## config.mk

```make
export PLATFORM = sky130hd
export DESIGN_NAME = mem_bus_arbiter
export DESIGN_NICKNAME = d
export VERILOG_FILES = /design/src/rtl/mem_bus_arbiter.sv
export SDC_FILE = /design/constraint.sdc
export NUM_CORES = 1
export LEC_CHECK = 0
export CORE_AREA = 2 2 121 123
export DETAILED_ROUTE_END_ITERATION = 12
export DIE_AREA = 0 0 123 125
export PLACE_DENSITY_LB_ADDON = 0.1
export REMOVE_ABC_BUFFERS = 1
export SLEW_MARGIN = 5
export SYNTH_ARGS = -nofsm -noshare
export SYNTH_HDL_FRONTEND = slang
export SYNTH_SLANG_ARGS = --single-unit
```

## constraint.sdc

```tcl
create_clock -name clk -period 4.14 [get_ports clk]
set_input_delay 1.242 -clock clk [delete_from_list [all_inputs] [get_ports clk]]
set_output_delay 1.242 -clock clk [all_outputs]
set_load 0.005 [all_outputs]
```

## src/rtl/mem_bus_arbiter.sv

```systemverilog
// Two-master, one-slave arbiter for the native memory bus in front of the BRAM controller.
// Master 0 is the CPU, master 1 the UART loader / debug port. A granted transaction is held
// until the slave returns ready or the wait counter expires, in which case the master gets an
// error response and the sticky timeout flag is set.
// Define MEM_BUS_ARBITER_RR_EN for round-robin arbitration; default is fixed priority (m1 wins).
module mem_bus_arbiter #(
    parameter int unsigned TIMEOUT_CYCLES = 31,
    parameter logic [31:0] ERR_RDATA      = 32'hDEADBEEF
) (
    input  logic        clk,
    input  logic        reset,
    input  logic        m0_valid,
    output logic        m0_ready,
    input  logic [31:0] m0_addr,
    input  logic [31:0] m0_wdata,
    input  logic [3:0]  m0_wstrb,
    output logic [31:0] m0_rdata,
    input  logic        m1_valid,
    output logic        m1_ready,
    input  logic [31:0] m1_addr,
    input  logic [31:0] m1_wdata,
    input  logic [3:0]  m1_wstrb,
    output logic [31:0] m1_rdata,
    output logic        s_valid,
    input  logic        s_ready,
    output logic [31:0] s_addr,
    output logic [31:0] s_wdata,
    output logic [3:0]  s_wstrb,
    input  logic [31:0] s_rdata,
    output logic        timeout_err
);

    typedef enum logic [1:0] {StIdle, StGrant0, StGrant1, StRespErr} state_e;

    // Counter value in the last grant cycle before an error response is forced.
    localparam logic [7:0] CntLimit = 8'(TIMEOUT_CYCLES - 1);

    state_e      state_q, state_d;
    logic [7:0]  cnt_q, cnt_d;
    logic [31:0] addr_q, addr_d;
    logic [31:0] wdata_q, wdata_d;
    logic [3:0]  wstrb_q, wstrb_d;
    logic        sel_q, sel_d;     // master owning the current transaction
    logic        err_q, err_d;
    logic        pick;             // master chosen when leaving idle
    logic        in_grant;
    logic        done;             // transaction finished this cycle (completion or error)

    assign in_grant = (state_q == StGrant0) || (state_q == StGrant1);
    assign done     = (in_grant && s_ready) || (state_q == StRespErr);

`ifdef MEM_BUS_ARBITER_RR_EN
    logic last_q, last_d;

    // Round-robin choice: on contention the master not served last wins.
    always_comb begin
        if (m0_valid && m1_valid) begin
            pick = ~last_q;
        end else begin
            pick = m1_valid;
        end
    end

    // Last-served pointer follows every completion or error response.
    always_comb begin
        last_d = last_q;
        if (done) begin
            last_d = sel_q;
        end
    end

    // Pointer register; reset value says master 0 was served last.
    always_ff @(posedge clk or posedge reset) begin
        if (reset) begin
            last_q <= 1'b0;
        end else begin
            last_q <= last_d;
        end
    end
`else
    // Fixed priority: the loader always beats the CPU.
    always_comb begin
        pick = m1_valid;
    end
`endif

    // Next-state logic: arbitration, request latching and the timeout counter.
    always_comb begin
        state_d = state_q;
        cnt_d   = cnt_q;
        addr_d  = addr_q;
        wdata_d = wdata_q;
        wstrb_d = wstrb_q;
        sel_d   = sel_q;
        err_d   = err_q;
        case (state_q)
            StIdle: begin
                cnt_d = 8'd0;
                if (m0_valid || m1_valid) begin
                    sel_d   = pick;
                    addr_d  = pick ? m1_addr  : m0_addr;
                    wdata_d = pick ? m1_wdata : m0_wdata;
                    wstrb_d = pick ? m1_wstrb : m0_wstrb;
                    state_d = pick ? StGrant1 : StGrant0;
                end
            end
            StGrant0, StGrant1: begin
                // s_ready takes precedence over an expiring counter.
                if (s_ready) begin
                    state_d = StIdle;
                end else if (cnt_q == CntLimit) begin
                    state_d = StRespErr;
                    err_d   = 1'b1;
                end else begin
                    cnt_d = cnt_q + 8'd1;
                end
            end
            StRespErr: begin
                state_d = StIdle;
            end
            default: begin
                state_d = StIdle;
            end
        endcase
    end

    // State and latched-request registers.
    always_ff @(posedge clk or posedge reset) begin
        if (reset) begin
            state_q <= StIdle;
            cnt_q   <= 8'd0;
            addr_q  <= 32'd0;
            wdata_q <= 32'd0;
            wstrb_q <= 4'd0;
            sel_q   <= 1'b0;
            err_q   <= 1'b0;
        end else begin
            state_q <= state_d;
            cnt_q   <= cnt_d;
            addr_q  <= addr_d;
            wdata_q <= wdata_d;
            wstrb_q <= wstrb_d;
            sel_q   <= sel_d;
            err_q   <= err_d;
        end
    end

    // Outputs come from registered state only; ready additionally passes s_ready through.
    always_comb begin
        s_valid     = in_grant;
        s_addr      = addr_q;
        s_wdata     = wdata_q;
        s_wstrb     = wstrb_q;
        m0_ready    = ((state_q == StGrant0) && s_ready) || ((state_q == StRespErr) && !sel_q);
        m1_ready    = ((state_q == StGrant1) && s_ready) || ((state_q == StRespErr) && sel_q);
        m0_rdata    = ((state_q == StRespErr) && !sel_q) ? ERR_RDATA : s_rdata;
        m1_rdata    = ((state_q == StRespErr) && sel_q) ? ERR_RDATA : s_rdata;
        timeout_err = err_q;
    end

endmodule

```

==> qor.txt, run 1 <==
Run status -> completed
Via Count -> 4170
Post-route minimum period -> 3.68 ns
Clk root buf -> clkbuf_16
Placed insts -> 913
Die Y -> 125 µm
FILL cells -> 1277
Multi-input gate area -> 2120 µm²
Clk sinks -> 80
Final Setup Violations -> 0
Average size of a mapped cell -> 9.67 µm²
Fmax -> 272 MHz
Post-DP HPWL -> 11200 µm
Initial core utilization -> 0.302
Setup TNS -> 0 ns
Largest net degree at the start of global routing -> 81
FP Rows -> 44
All-layer global routing usage -> 0.179
Post CTS Setup Buffer Count -> 0
FF+latch area -> 2000 µm²
YS warnings -> 0
Most used flip-flop cell after synthesis -> dfrtp_1
CP Max Fanout -> 5
WS Path Type -> in2out
Syn Std Cell Area -> 4280 µm²
Static leakage -> 3.50 nW
CTS H-tree depth -> 3
Hold Buf Count CTS -> 0
VDD IR max -> 0.274 mV
Worst setup EP type -> output port
Share of cells above drive strength 1 -> 0.0416
Final hold violation count -> 0
PD cells -> 553 nW/µm²
Post-synth ARST share -> 1.00
DRT iter0 DRCs -> 105
Actual slew at the worst max-slew pin -> 0.650 ns
Gr ovfl total -> 0
Die X -> 123 µm
CTS tree -> yes
Fin crit share -> 0.888
Drt via density -> 4.49
Post-Layout Cell Count -> 929
Ant diodes -> 0
Vias in the first global route -> 4193
Nets -> 919
Area Overhead vs Synth -> 84.0%
Clock latency on the worst-skew pair -> 0.33 ns
Max-cap violations -> 0
DRC viols -> 0
Top-level I/O count -> 309
Library cells used by synthesis -> 33
IO Port Bufs -> 308
Drt wl/cell -> 14.9 µm
WP data required -> 2.90 ns
Core ar. -> 14200 µm²
EDFF count, synth -> 0
FF+latch count, synth -> 80
Area of the die -> 15400 µm²
Post-Route WL -> 13900 µm
Final Max Slew Viols -> 0
Register area share after synthesis -> 0.467
Global-route wire length before repair -> 21300 µm
Final Wtd Congestion -> 0.772
CTS buffer count -> 9
Worst path arrival time -> 2.43 ns
Relative slew margins -> 0.566
Detail Route Antenna Nets -> 0
Clock slew at reported path FFs -> 0.06 ns
Synth Instances -> 443
Clk_skew -> 0.00635 ns
Initial antenna violation count -> 0
CTS resizes -> 0
First-pass iteration count of the detailed router -> 4
RSZ-0062 raised after global routing -> false
CTS max path bufs -> 2
CP Launch Type -> input port
Worst min-delay path class -> reg2reg
-- cells in the mapped netlist (2+ instances only) --
cell type / number / area share
inv_1: 7 / 0.0061
buf_2: 11 / 0.013
ha_1: 6 / 0.018
mux2i_1: 72 / 0.17
nor2b_1: 2 / 0.0029
o21ai_0: 66 / 0.077
nand4_1: 3 / 0.0044
dfrtp_1: 80 / 0.47
nor2_1: 3 / 0.0026
o21ai_1: 3 / 0.0035
a21oi_1: 5 / 0.0058
clkbuf_1: 14 / 0.012
nand2_1: 83 / 0.073
nand2b_1: 50 / 0.073
and2_1: 16 / 0.023
o22ai_1: 2 / 0.0029
buf_4: 4 / 0.0070
-- cells in the final DEF, fill, tap and decap left out, types with 2 or more instances in the layout --
cell type | synthesis | routed
o21ai_0 | 66 | 66
clkinv_2 | 0 | 2
bufinv_16 | 0 | 3
ha_1 | 6 | 6
a21oi_1 | 5 | 5
buf_4 | 4 | 6
buf_12 | 0 | 2
nand2_1 | 83 | 83
o22ai_1 | 2 | 2
nor2b_1 | 2 | 2
mux2i_1 | 72 | 72
and2_1 | 16 | 16
inv_1 | 7 | 6
nand2b_1 | 50 | 50
nand4_1 | 3 | 3
nor2_1 | 3 | 3
clkdlybuf4s50_1 | 0 | 307
clkbuf_16 | 0 | 9
o21ai_1 | 3 | 3
dfrtp_1 | 80 | 80
-- path summary, 6_finish.rpt --
check,slack (ns),cells past startpoint,start,end
setup / recovery,0.46,4,s_ready,m1_ready
hold / removal,0.46,1,timeout_err,timeout_err
setup reg to reg,2.26,5,state_q[0],s_addr[9]
hold reg to reg,0.46,1,timeout_err,timeout_err
max in group asynchronous,2.50,3,reset,s_wdata[16]
min in group asynchronous,1.32,3,reset,s_wdata[6]
-- critical path: stages --
cell and delay, ns:
clkdlybuf4s50_1 0.53, nand2_1 0.07, nand2_1 0.06, clkdlybuf4s50_1 0.52
-- power by group --
part / total [W] / internal (W) / switching [W]
logic: 0.00210 / 0.00122 / 0.000884
clock network: 0.000912 / 0.000606 / 0.000306
registers: 0.00135 / 0.00114 / 0.000207
total: 0.00436 / 0.00296 / 0.00140
-- sequential cells by signal, summed over array words and instances, names as in the netlist --
register     count
s_wstrb          4
s_addr          32
sel_q            1
s_wdata         32
cnt_q            8
timeout_err      1
state_q          2
-- through the flow --
stage | total power (W) | util | setup WS (ns) | hold WS [ns] | cell area [µm²]
after detailed placement | 0.00349 | 0.531 | 0.445 | 0.456 | 7540
after global routing | 0.00470 | 0.555 | 0.372 | 0.502 | 7880
after global placement | 0.00345 | 0.531 | 0.446 | 0.451 | 7540
after floorplan | 0.00210 | - | 0.846 | 0.451 | 4150
after CTS | 0.00443 | 0.555 | 0.448 | 0.469 | 7880
final | 0.00436 | 0.555 | 0.464 | 0.460 | 7880
-- cell families (layout without fill, tap and decap cells) --
logic type | count (synthesis) | in the layout | share of synthesized area
xor+xnor | 1 | 1 | 0.00204
mux | 72 | 72 | 0.168
flops | 80 | 80 | 0.467
simple gates | 162 | 162 | 0.191
buf+inv | 36 | 338 | 0.0383
compound gates | 86 | 86 | 0.116
fa+ha+maj | 6 | 6 | 0.0175
-- layout make-up --
type,instances,share of cell area
Tap cell,184,0.0292
Multi-Input combinational cell,327,0.269
Inverter,7,0.00349
Clock buffer,11,0.0308
Clock inverter,5,0.0132
Sequential cell,80,0.254
Timing Repair Buffer,315,0.401
-- routing by layer --
| layer | share of wire | global-route usage | routed length, µm | vias to the layer above |
|---|---|---|---|---|
| met5 | 0 | 0 | 0 | - |
| met4 | 0.015 | 0.0555 | 213 | 0 |
| met3 | 0.11 | 0.0607 | 1470 | 16 |
| met2 | 0.53 | 0.344 | 7410 | 197 |
| met1 | 0.34 | 0.177 | 4790 | 1872 |
| li1 | - | - | - | 2085 |
(Power assumes the default switching activity.)
==> inputs of run 2 (changes only) <==
--- a/config.mk
+++ b/config.mk
@@ -10,6 +10,7 @@
 export DIE_AREA = 0 0 123 125
 export PLACE_DENSITY_LB_ADDON = 0.1
 export REMOVE_ABC_BUFFERS = 1
+export SKIP_CTS_REPAIR_TIMING = 1
 export SLEW_MARGIN = 5
 export SYNTH_ARGS = -nofsm -noshare
 export SYNTH_HDL_FRONTEND = slang
==> results of run 2 <==
The final DEF is identical to that of run 1; final timing and power are the same.
==> inputs of run 3 (changes only) <==
--- a/config.mk
+++ b/config.mk
@@ -15,3 +15,4 @@
 export SYNTH_ARGS = -nofsm -noshare
 export SYNTH_HDL_FRONTEND = slang
 export SYNTH_SLANG_ARGS = --single-unit
+export TNS_END_PERCENT = 50
==> results of run 3 <==
The final DEF is identical to that of run 1; final timing and power are the same.
